==> config.mk <==
export PLATFORM = sky130hd
export DESIGN_NAME = nubus_master_seq
export DESIGN_NICKNAME = d
export VERILOG_FILES = /design/src/rtl/nubus_pkg.sv /design/src/rtl/nubus_tmo_counter.sv /design/src/rtl/nubus_master_seq.sv
export SDC_FILE = /design/constraint.sdc
export NUM_CORES = 1
export LEC_CHECK = 0
export CORE_MARGIN = 1
export CORE_UTILIZATION = 50
export CTS_CLUSTER_DIAMETER = 60
export DETAILED_ROUTE_END_ITERATION = 10
export PLACE_DENSITY = 0.77
export SLEW_MARGIN = 10
export SYNTH_ARGS = -nofsm -noshare
export SYNTH_HDL_FRONTEND = slang
export SYNTH_HIERARCHICAL = 1
export SYNTH_SLANG_ARGS = --single-unit
export TNS_END_PERCENT = 10
==> constraint.sdc <==
create_clock -name nub_clkn -period 2.65 [get_ports nub_clkn]
set_input_delay 0.265 -clock nub_clkn [delete_from_list [all_inputs] [get_ports nub_clkn]]
set_output_delay 0.265 -clock nub_clkn [all_outputs]
set_load 0.1 [all_outputs]
==> src/rtl/nubus_pkg.sv <==
`default_nettype none
// ============================================================================
//  Module   : nubus_pkg
//  Purpose  : Shared types and encodings for the NuBus master sequencer:
//             state enum, completion status codes, null-attention TM code
//             and a counter-width helper.
//  Revision : 1.0  initial release
// ============================================================================
package nubus_pkg;

  // Sequencer states
  typedef enum logic [2:0] {
    S_IDLE = 3'd0,
    S_ARB  = 3'd1,
    S_ADDR = 3'd2,
    S_DATA = 3'd3,
    S_ATTN = 3'd4,
    S_DONE = 3'd5
  } state_t;

  // Completion status, equal to the inverted TM* response of the slave
  localparam logic [1:0] c_STAT_OK    = 2'b00;
  localparam logic [1:0] c_STAT_ERR   = 2'b01;
  localparam logic [1:0] c_STAT_RETRY = 2'b10;
  localparam logic [1:0] c_STAT_TMO   = 2'b11;

  // Transfer mode used for the null-attention cycle (driven inverted on TM*)
  localparam logic [1:0] c_TM_NULL_ATTN = 2'b11;

  // Bits needed to hold 0..max_val, never less than one
  function automatic int cnt_width(input int max_val);
    return (max_val < 1) ? 1 : $clog2(max_val + 1);
  endfunction

endpackage
`default_nettype wire

==> src/rtl/nubus_tmo_counter.sv <==
`default_nettype none
// ============================================================================
//  Module   : nubus_tmo_counter
//  Purpose  : Saturating DATA-phase timeout counter. o_expired is asserted
//             in the enabled cycle whose increment reaches TMO_CYC.
//  Revision : 1.0  initial release
// ============================================================================
module nubus_tmo_counter
  import nubus_pkg::*;
#(
  parameter int TMO_CYC = 255
) (
  input  logic clk,
  input  logic rst_n,
  input  logic i_clr,
  input  logic i_en,
  output logic o_expired
);

  localparam int             c_W    = cnt_width(TMO_CYC);
  localparam logic [c_W-1:0] c_MAX  = c_W'(TMO_CYC);
  localparam logic [c_W-1:0] c_LAST = c_W'(TMO_CYC - 1);

  logic [c_W-1:0] r_cnt;

  // Count enabled cycles, clear on request, hold at TMO_CYC
  always_ff @(posedge clk or negedge rst_n) begin
    if (!rst_n) begin
      r_cnt <= '0;
    end else if (i_clr) begin
      r_cnt <= '0;
    end else if (i_en && (r_cnt != c_MAX)) begin
      r_cnt <= r_cnt + c_W'(1);
    end
  end

  assign o_expired = i_en && (r_cnt >= c_LAST);

endmodule
`default_nettype wire

==> src/rtl/nubus_master_seq.sv <==
`default_nettype none
// ============================================================================
//  Module   : nubus_master_seq
//  Purpose  : NuBus master transaction sequencer: arbitration request,
//             single address cycle, multi-beat data phase with retry and
//             timeout handling, optional null-attention release for locked
//             transactions. All NuBus outputs are Moore outputs of the state.
//  Revision : 1.0  initial release
// ============================================================================
module nubus_master_seq
  import nubus_pkg::*;
#(
  parameter int BLK_W     = 2,
  parameter int TMO_CYC   = 255,
  parameter int MAX_RETRY = 3
) (
  input  logic             nub_clkn,
  input  logic             nub_resetn,
  input  logic             mst_req,
  input  logic             mst_lock,
  input  logic [1:0]       mst_tm,
  input  logic [BLK_W-1:0] mst_blk_len,
  input  logic             nub_arb_win,
  input  logic             nub_ackn_i,
  input  logic [1:0]       nub_tmn_i,
  output logic             nub_rqstn_o,
  output logic             nub_startn_o,
  output logic             nub_ackn_o,
  output logic [1:0]       nub_tmn_o,
  output logic             nub_rqstoen_o,
  output logic             nub_startoen_o,
  output logic             drv_tmoen_o,
  output logic             mst_busy,
  output logic             mst_done,
  output logic [1:0]       mst_status,
  output logic [BLK_W:0]   mst_beats
);

  localparam int             c_RW        = cnt_width(MAX_RETRY);
  localparam logic [c_RW-1:0] c_RETRY_MAX = c_RW'(MAX_RETRY);
  localparam logic [BLK_W:0]  c_BEATS_MAX = {1'b1, {BLK_W{1'b0}}};

  state_t            r_state;
  logic              r_lock;
  logic [1:0]        r_tm;
  logic [BLK_W-1:0]  r_blk_len;
  logic [c_RW-1:0]   r_retry;
  logic [BLK_W:0]    r_beats;
  logic [1:0]        r_status;

  state_t            w_state_nxt;
  state_t            w_fin_state;
  logic              w_latch;
  logic [c_RW-1:0]   w_retry_nxt;
  logic [BLK_W:0]    w_beats_nxt;
  logic [1:0]        w_status_nxt;
  logic [1:0]        w_ack_stat;
  logic              w_tmo_en;
  logic              w_tmo_exp;

  // Timeout runs only while waiting for ACK in the data phase
  assign w_tmo_en = (r_state == S_DATA) && nub_ackn_i;

  nubus_tmo_counter #(
    .TMO_CYC (TMO_CYC)
  ) u_tmo (
    .clk       (nub_clkn),
    .rst_n     (nub_resetn),
    .i_clr     (!w_tmo_en),
    .i_en      (w_tmo_en),
    .o_expired (w_tmo_exp)
  );

  assign mst_status = r_status;
  assign mst_beats  = r_beats;
  assign w_ack_stat = ~nub_tmn_i;
  assign w_fin_state = r_lock ? S_ATTN : S_DONE;

  // State, latched request fields and counters
  always_ff @(posedge nub_clkn or negedge nub_resetn) begin
    if (!nub_resetn) begin
      r_state   <= S_IDLE;
      r_lock    <= 1'b0;
      r_tm      <= 2'b00;
      r_blk_len <= '0;
      r_retry   <= '0;
      r_beats   <= '0;
      r_status  <= c_STAT_OK;
    end else begin
      r_state  <= w_state_nxt;
      r_retry  <= w_retry_nxt;
      r_beats  <= w_beats_nxt;
      r_status <= w_status_nxt;
      if (w_latch) begin
        r_lock    <= mst_lock;
        r_tm      <= mst_tm;
        r_blk_len <= mst_blk_len;
      end
    end
  end

  // Next-state, counter updates and NuBus drive values
  always_comb begin
    w_state_nxt    = r_state;
    w_latch        = 1'b0;
    w_retry_nxt    = r_retry;
    w_beats_nxt    = r_beats;
    w_status_nxt   = r_status;
    nub_rqstoen_o  = 1'b1;
    nub_rqstn_o    = 1'b1;
    nub_startoen_o = 1'b1;
    nub_startn_o   = 1'b1;
    drv_tmoen_o    = 1'b1;
    nub_tmn_o      = 2'b11;
    nub_ackn_o     = 1'b1;
    mst_busy       = 1'b1;
    mst_done       = 1'b0;

    case (r_state)
      S_IDLE: begin
        mst_busy = 1'b0;
        if (mst_req) begin
          w_latch      = 1'b1;
          w_retry_nxt  = '0;
          w_beats_nxt  = '0;
          w_status_nxt = c_STAT_OK;
          w_state_nxt  = S_ARB;
        end
      end

      S_ARB: begin
        nub_rqstoen_o = 1'b0;
        nub_rqstn_o   = 1'b0;
        if (nub_arb_win) begin
          w_state_nxt = S_ADDR;
        end
      end

      S_ADDR: begin
        nub_startoen_o = 1'b0;
        nub_startn_o   = 1'b0;
        drv_tmoen_o    = 1'b0;
        nub_tmn_o      = ~r_tm;
        nub_ackn_o     = 1'b1;
        // A locked transaction keeps the bus through the data phase
        nub_rqstoen_o  = !r_lock;
        nub_rqstn_o    = !r_lock;
        w_state_nxt    = S_DATA;
      end

      S_DATA: begin
        nub_rqstoen_o = !r_lock;
        nub_rqstn_o   = !r_lock;
        if (!nub_ackn_i) begin
          case (w_ack_stat)
            c_STAT_OK: begin
              if (r_beats < c_BEATS_MAX) begin
                w_beats_nxt = r_beats + (BLK_W + 1)'(1);
              end
              if (r_beats == {1'b0, r_blk_len}) begin
                w_status_nxt = c_STAT_OK;
                w_state_nxt  = w_fin_state;
              end
            end
            c_STAT_RETRY: begin
              if (r_retry < c_RETRY_MAX) begin
                w_retry_nxt = r_retry + c_RW'(1);
                w_beats_nxt = '0;
                w_state_nxt = S_ARB;
              end else begin
                w_status_nxt = c_STAT_RETRY;
                w_state_nxt  = w_fin_state;
              end
            end
            default: begin
              w_status_nxt = w_ack_stat;
              w_state_nxt  = w_fin_state;
            end
          endcase
        end else if (w_tmo_exp) begin
          w_status_nxt = c_STAT_TMO;
          w_state_nxt  = w_fin_state;
        end
      end

      S_ATTN: begin
        nub_startoen_o = 1'b0;
        nub_startn_o   = 1'b0;
        drv_tmoen_o    = 1'b0;
        nub_ackn_o     = 1'b0;
        nub_tmn_o      = ~c_TM_NULL_ATTN;
        w_state_nxt    = S_DONE;
      end

      S_DONE: begin
        mst_done    = 1'b1;
        w_state_nxt = S_IDLE;
      end

      default: begin
        w_state_nxt = S_IDLE;
      end
    endcase
  end

endmodule
`default_nettype wire

Word level (Yosys, flattened, before mapping)
Cells that the tools add are included.
- add/sub/neg operators: 3
- multiply operators: 0
- divide/modulo/power cells: 0
- magnitude comparators: 3
- equality and inequality tests: 20
- shift-type cells: 0
- muxes and demuxes: 36
- bitwise gates (word level): 2
- reduce and logical (&&, ||, !) cells: 13
- operators with widths (kind ; number):
    $mux W3 ; 10
    $pmux W3 S2 ; 3
    $mux W2 ; 8
    $mux W8 ; 2
    $pmux W2 S2 ; 4
    $pmux W3 S5 ; 1
    $reduce_and A5 Y1 ; 2
    $add A8 B1 Y8 const B ; 1
    $ge A8 B8 Y1 const B ; 1
    $ne A2 B2 Y1 const B ; 4
    $ne A4 B4 Y1 const B ; 2
    $ne A8 B8 Y1 const B ; 1
    $mux W1 ; 7
    $eq A3 B2 Y1 const B ; 2
    $eq A3 B3 Y1 const B ; 2
    $ne A3 B3 Y1 const B ; 2
    $reduce_and A6 Y1 ; 1
    $ne A2 B1 Y1 const B ; 2
    $not A2 Y2 ; 2
    $reduce_and A4 Y1 ; 1
    $reduce_or A2 Y1 ; 2
    $add A3 B1 Y3 const B ; 1
    $eq A3 B1 Y1 const B ; 1
    $eq A3 B2 Y1 ; 1
    other kinds (12) ; 14
- flip-flop bits (word level): 23
- bits in latches: 0
- RAM bits: 0
- ROM bits: 0
- input port bits: 12
- output and inout bits: 15
- logic and storage cells: 85
- memories: 0

Logic depth before layout (Yosys ltp)
- depth in word-level cells: 6
- mapped depth: 11
- mapped depth without buffers: 9

By module
The synthesis kept the hierarchy.
- modules (own cells, without submodules) (module ; instances ; cells each ; area each (um^2) ; sequential area each (um^2)):
    nubus_master_seq ; 1 ; 100 ; 944.7 ; 375.4
    nubus_tmo_counter ; 1 ; 52 ; 491.7 ; 200.2

Least setup slack after synthesis
No wires, ideal clock.
- path kind: register -> output
- from: reg r_state[1]
- to: out nub_startn_o
- data arrival time: 3.572 ns
- required time: 2.385 ns
- setup slack: -1.187 ns
- cell stages (with the launch flop): 5
- buffers on the path: 2
- cell sequence: dfrtp_1 -> clkbuf_1 -> and2b_1 -> o21ai_0 -> buf_4
- cells in the longest elaborated chain, start to end: 3
- elaborated cells between the ends (all ways): 4
- classes of those cells: eq/ne: 2; mux: 1; reduce/logical: 1
- ends and longest elaborated chain (item ; RTL line ; RTL):
    from (decl) ; nubus_master_seq.sv:43 ; state_t r_state;
    from (signal assigned) ; nubus_master_seq.sv:90 ; r_state <= w_state_nxt;
    $eq A3 B3 Y1 or $eq A3 B2 Y1 (tied branches) ; - ;
    $reduce_or A2 Y1 (no source line) * ; - ;
    $mux W1 * ; - ;
    to (decl) ; nubus_master_seq.sv:27 ; output logic nub_startn_o,
Every way passes the cells marked *; elsewhere a longest branch is shown, timed or not.

Final worst setup path
- from: reg r_state[2]
- to: reg r_status[1], in the netlist mst_status[1]
- cells in the longest elaborated chain, start to end: 5
- elaborated cells between the ends (all ways): 11
- classes of those cells: eq/ne: 5; mux: 1; reduce/logical: 5
- ends and longest elaborated chain (item ; RTL line ; RTL):
    $eq A3 B2 Y1 ; nubus_master_seq.sv:62 ; assign w_tmo_en = (r_state == S_DATA) && nub_ackn_i;
    $logic_and A1 B1 Y1 ; nubus_master_seq.sv:62 ;
    net w_tmo_en ; nubus_master_seq.sv:58 ; logic w_tmo_en;
    $logic_and A1 B1 Y1 ; nubus_tmo_counter.sv:37 ; assign o_expired = i_en && (r_cnt >= c_LAST);
    net w_tmo_exp ; nubus_master_seq.sv:59 ; logic w_tmo_exp;
    $ne A3 B2 Y1 (no source line) ; - ;
    $reduce_and A5 Y1 (no source line) ; - ;
    to (signal assigned) ; nubus_master_seq.sv:88 ; r_status <= c_STAT_OK;
    to (signal assigned) ; nubus_master_seq.sv:93 ; r_status <= w_status_nxt;
    to (decl) ; nubus_master_seq.sv:49 ; logic [1:0] r_status;
The timed path passes the listed nets, and every way through them passes these cells.
A chain may end at the register's enable or synchronous reset.

==> results.toml <==
[worst_setup_path]
arrival_ps = 2480
ff2ff_path_depth = 9
crit_path_end = "mst_status[1]"
criticalPathCategory = "reg -> reg"
reg2reg_to = "mst_status[1]"
endpoint_kind = "flop"
path_max_fanout = 8
path_cells = "and3b_2 -> nand2_1 -> inv_1 -> o21ai_0 -> nor3_1 -> nor2b_1 -> nor4_2 -> o22ai_2 -> a211o_1"
crit_path_start_kind = "flop"
r2r_start = "r_state[2]"
slowest_stage = "dfrtp_1"
worst_ep_required_time_ps = 2860
max_stage_delay_ps = 390
critPathLaunch = "r_state[2]"
r2r_setup_slack_ps = 380

[detailed_routing]
vias_per_cell = 5.66
wl_per_cell_um = 14.1
via_count = 1200
firstDrtPassIters = 4
dr.first_iter.drc_count = 27
finalWirelength_mm = 2.98
ant_nets = 0
drcViolationCount = 0

[sta]
fin_ws_ps = 380
period_minus_slack_ps = 2270
rsz0062_at_grt = "false"
tightest_slew_ps = 648
tns_ps = 0
final_hold_viol_count = 0
fin_worst_skew_ps = 5.49
min_period_over_period_pct = 85.7
fmax_mhz = 440
relSlewSlack_pct = 56.6
slew_violations = 0
finalSetupViolations = 0

[floorplan]
die_y_um = 55.6
dieWidth_um = 55.6
initial_core_util_pct = 52.5
die_area_mm2 = 0.00309
num_rows = 19
core_mm2 = 0.00273
io_pins = 27

[logic_synthesis]
synthCells = 152
ys_top_cells_by_area = "dfrtp_1 (40%), mux2_2 (5.5%), nand2_1 (4.4%)"
ys.flop_type = "dfrtp_1"
syn-num-nets = 168
synth_seq_cells = 23
synthTopCellsByCount = "dfrtp_1 (23), nand2_1 (17), o21ai_0 (10), nor2_1 (9), inv_1 (8)"
synth.avg_cell_area_um2 = 9.45
synth.most_common_cell = "dfrtp_1"
synth.distinct_cells = 50
yosys.area.top_type = "dfrtp_1"
synth_edf_count = 0
synth_top_family_by_area = "simple AND/OR/NAND/NOR gates"
synthMuxAreaShare_pct = 6.18
synthAdderAreaFrac_pct = 3.48
ys_seq_area_share_pct = 40.1
synth_area_mm2 = 0.00144
synth-simple-area-share_pct = 26.2
yosysWarningCount = 6
synth_compound_area_share_pct = 16.8
synthXorXnorAreaFrac_pct = 1.22
netlist.area_leader.share_pct = 40.1
postSynth.asyncResetShare_pct = 100

[placed_design]
gp_congestion = 0.805
port-buffer-count = 26
dp_hpwl_mm = 2.26
place_ws_ps = 384

[run_status]
status = "complete, no violations"

[clocking]
numCtsBuffers = 3
postCtsResizedCells = 0
path_clk_slew_ps = 130
clkLatencyLatePin_ps = 310
hold_buffers = 0
cts_tree = "yes"
cts_sinks = 23
htreeDepth = 1
cts_max_path_buffers = 2
postCtsSetupBuffers = 0
root_buffer = "clkbuf_4"

[global_route]
grt_pass1_vias = 1210
grt_pass1_wl_mm = 5.23
antenna_found_initial = 0
grt_overflow = 0
grt_max_degree = 24
gr-usage-all-layers_pct = 20.9

[final_layout]
multi_input_area_um2 = 778
register_area_um2 = 576
nNetsFinal = 198
fillers = 233
syn2layout_area_growth_pct = 20.6
diodes = 0
layout-drive-gt1-share_pct = 26.0

[power]
p_leak_nw = 0.814
power_density_mw_per_mm2 = 1220
ir_drop_mv = 1.99

[hold_path]
worstHoldPathType = "in -> async"

[flow_run]
drv_cap = 0
## layout make-up
class                           count  area share [%]
Multi-Input combinational cell    112            44.9
Clock buffer                        3            1.30
Clock inverter                      1           0.289
Timing Repair Buffer               34            16.3
Inverter                            8            1.73
Sequential cell                    23            33.2
Tap cell                           31            2.24
## flip-flops by register name, indices dropped and copies added, names as in the netlist
name	count
r_blk_len	2
r_tm	2
u_tmo/r_cnt	8
mst_status	2
r_state	3
r_lock	1
r_retry	2
mst_beats	3
## layer usage
metal / GRT usage [%] / vias up / wire, um
li1: - / 604 / -
met1: 26.5 / 581 / 1370
met2: 35.3 / 13 / 1500
met3: 5.81 / 2 / 86
met4: 5.36 / 0 / 15
met5: 0 / - / 0
## per-stage QoR
stage	hold WS (ps)	instance area, um^2	power (mW)	utilization (%)	std cells
after floorplan	-30.6	1440	1.70	-	152
after global placement	476	1710	1.93	62.4	208
after detailed placement	499	1710	1.95	62.4	208
after CTS	292	1730	2.12	63.4	212
after global routing	291	1730	2.21	63.4	212
final	286	1730	2.11	63.4	212
## kinds of logic (layout without fill, tap and decap cells)
logic type                 Yosys count  count (layout)
adders and majority gates            4               4
AOI/OAI and AO/OA                   35              35
buffers and inverters               17              46
xor gates and xnor gates             2               2
DFF                                 23              23
and+or+nand+nor                     63              63
muxes                                8               8
## power breakdown
group	switching [mW]	total, mW	internal (mW)	leakage (nW)
Sequential	0.0658	0.508	0.443	0.303
Combinational	1.05	1.43	0.380	0.493
Clock	0.110	0.166	0.0564	0.0177
Total	1.23	2.11	0.879	0.814
## worst max-delay path: cells and delay by family, from the launching register on
family                 cells  cell delay, ps
AOI/OAI and AO/OA          3             540
DFF                        1             390
buffers and inverters      1              70
and+or+nand+nor            5            1170
## cell usage in the layout (no fill, tap or decap), types with 2 or more instances in the layout
cell type / synthesis / layout
and3_1: 2 / 2
ha_1: 4 / 4
nor2b_1: 4 / 4
nor2_1: 9 / 9
nor3_1: 4 / 4
nand3_1: 6 / 6
clkdlybuf4s50_1: 0 / 11
nand2b_1: 3 / 3
xor2_1: 2 / 2
buf_4: 3 / 23
a21oi_1: 6 / 6
inv_1: 8 / 8
nand2_1: 17 / 17
or2_2: 2 / 2
mux2_2: 7 / 7
a31oi_1: 2 / 2
dfrtp_1: 23 / 23
clkbuf_4: 0 / 3
o21ai_0: 10 / 9
a211oi_1: 2 / 2
o211a_1: 2 / 2
and4_1: 2 / 2
o21ai_1: 3 / 3
## worst min path at each step
stage,from,to,slack [ps],cells after the start
after floorplan,nub_resetn,mst_beats[0],-30,0
after global placement,r_retry[0],r_retry[0],480,1
after detailed placement,r_tm[0],r_tm[0],500,1
after CTS,nub_resetn,mst_status[0],290,2
after global routing,nub_resetn,mst_status[0],290,2
final,nub_resetn,mst_status[0],290,2
Note: power is estimated with default switching activity, not from simulation.
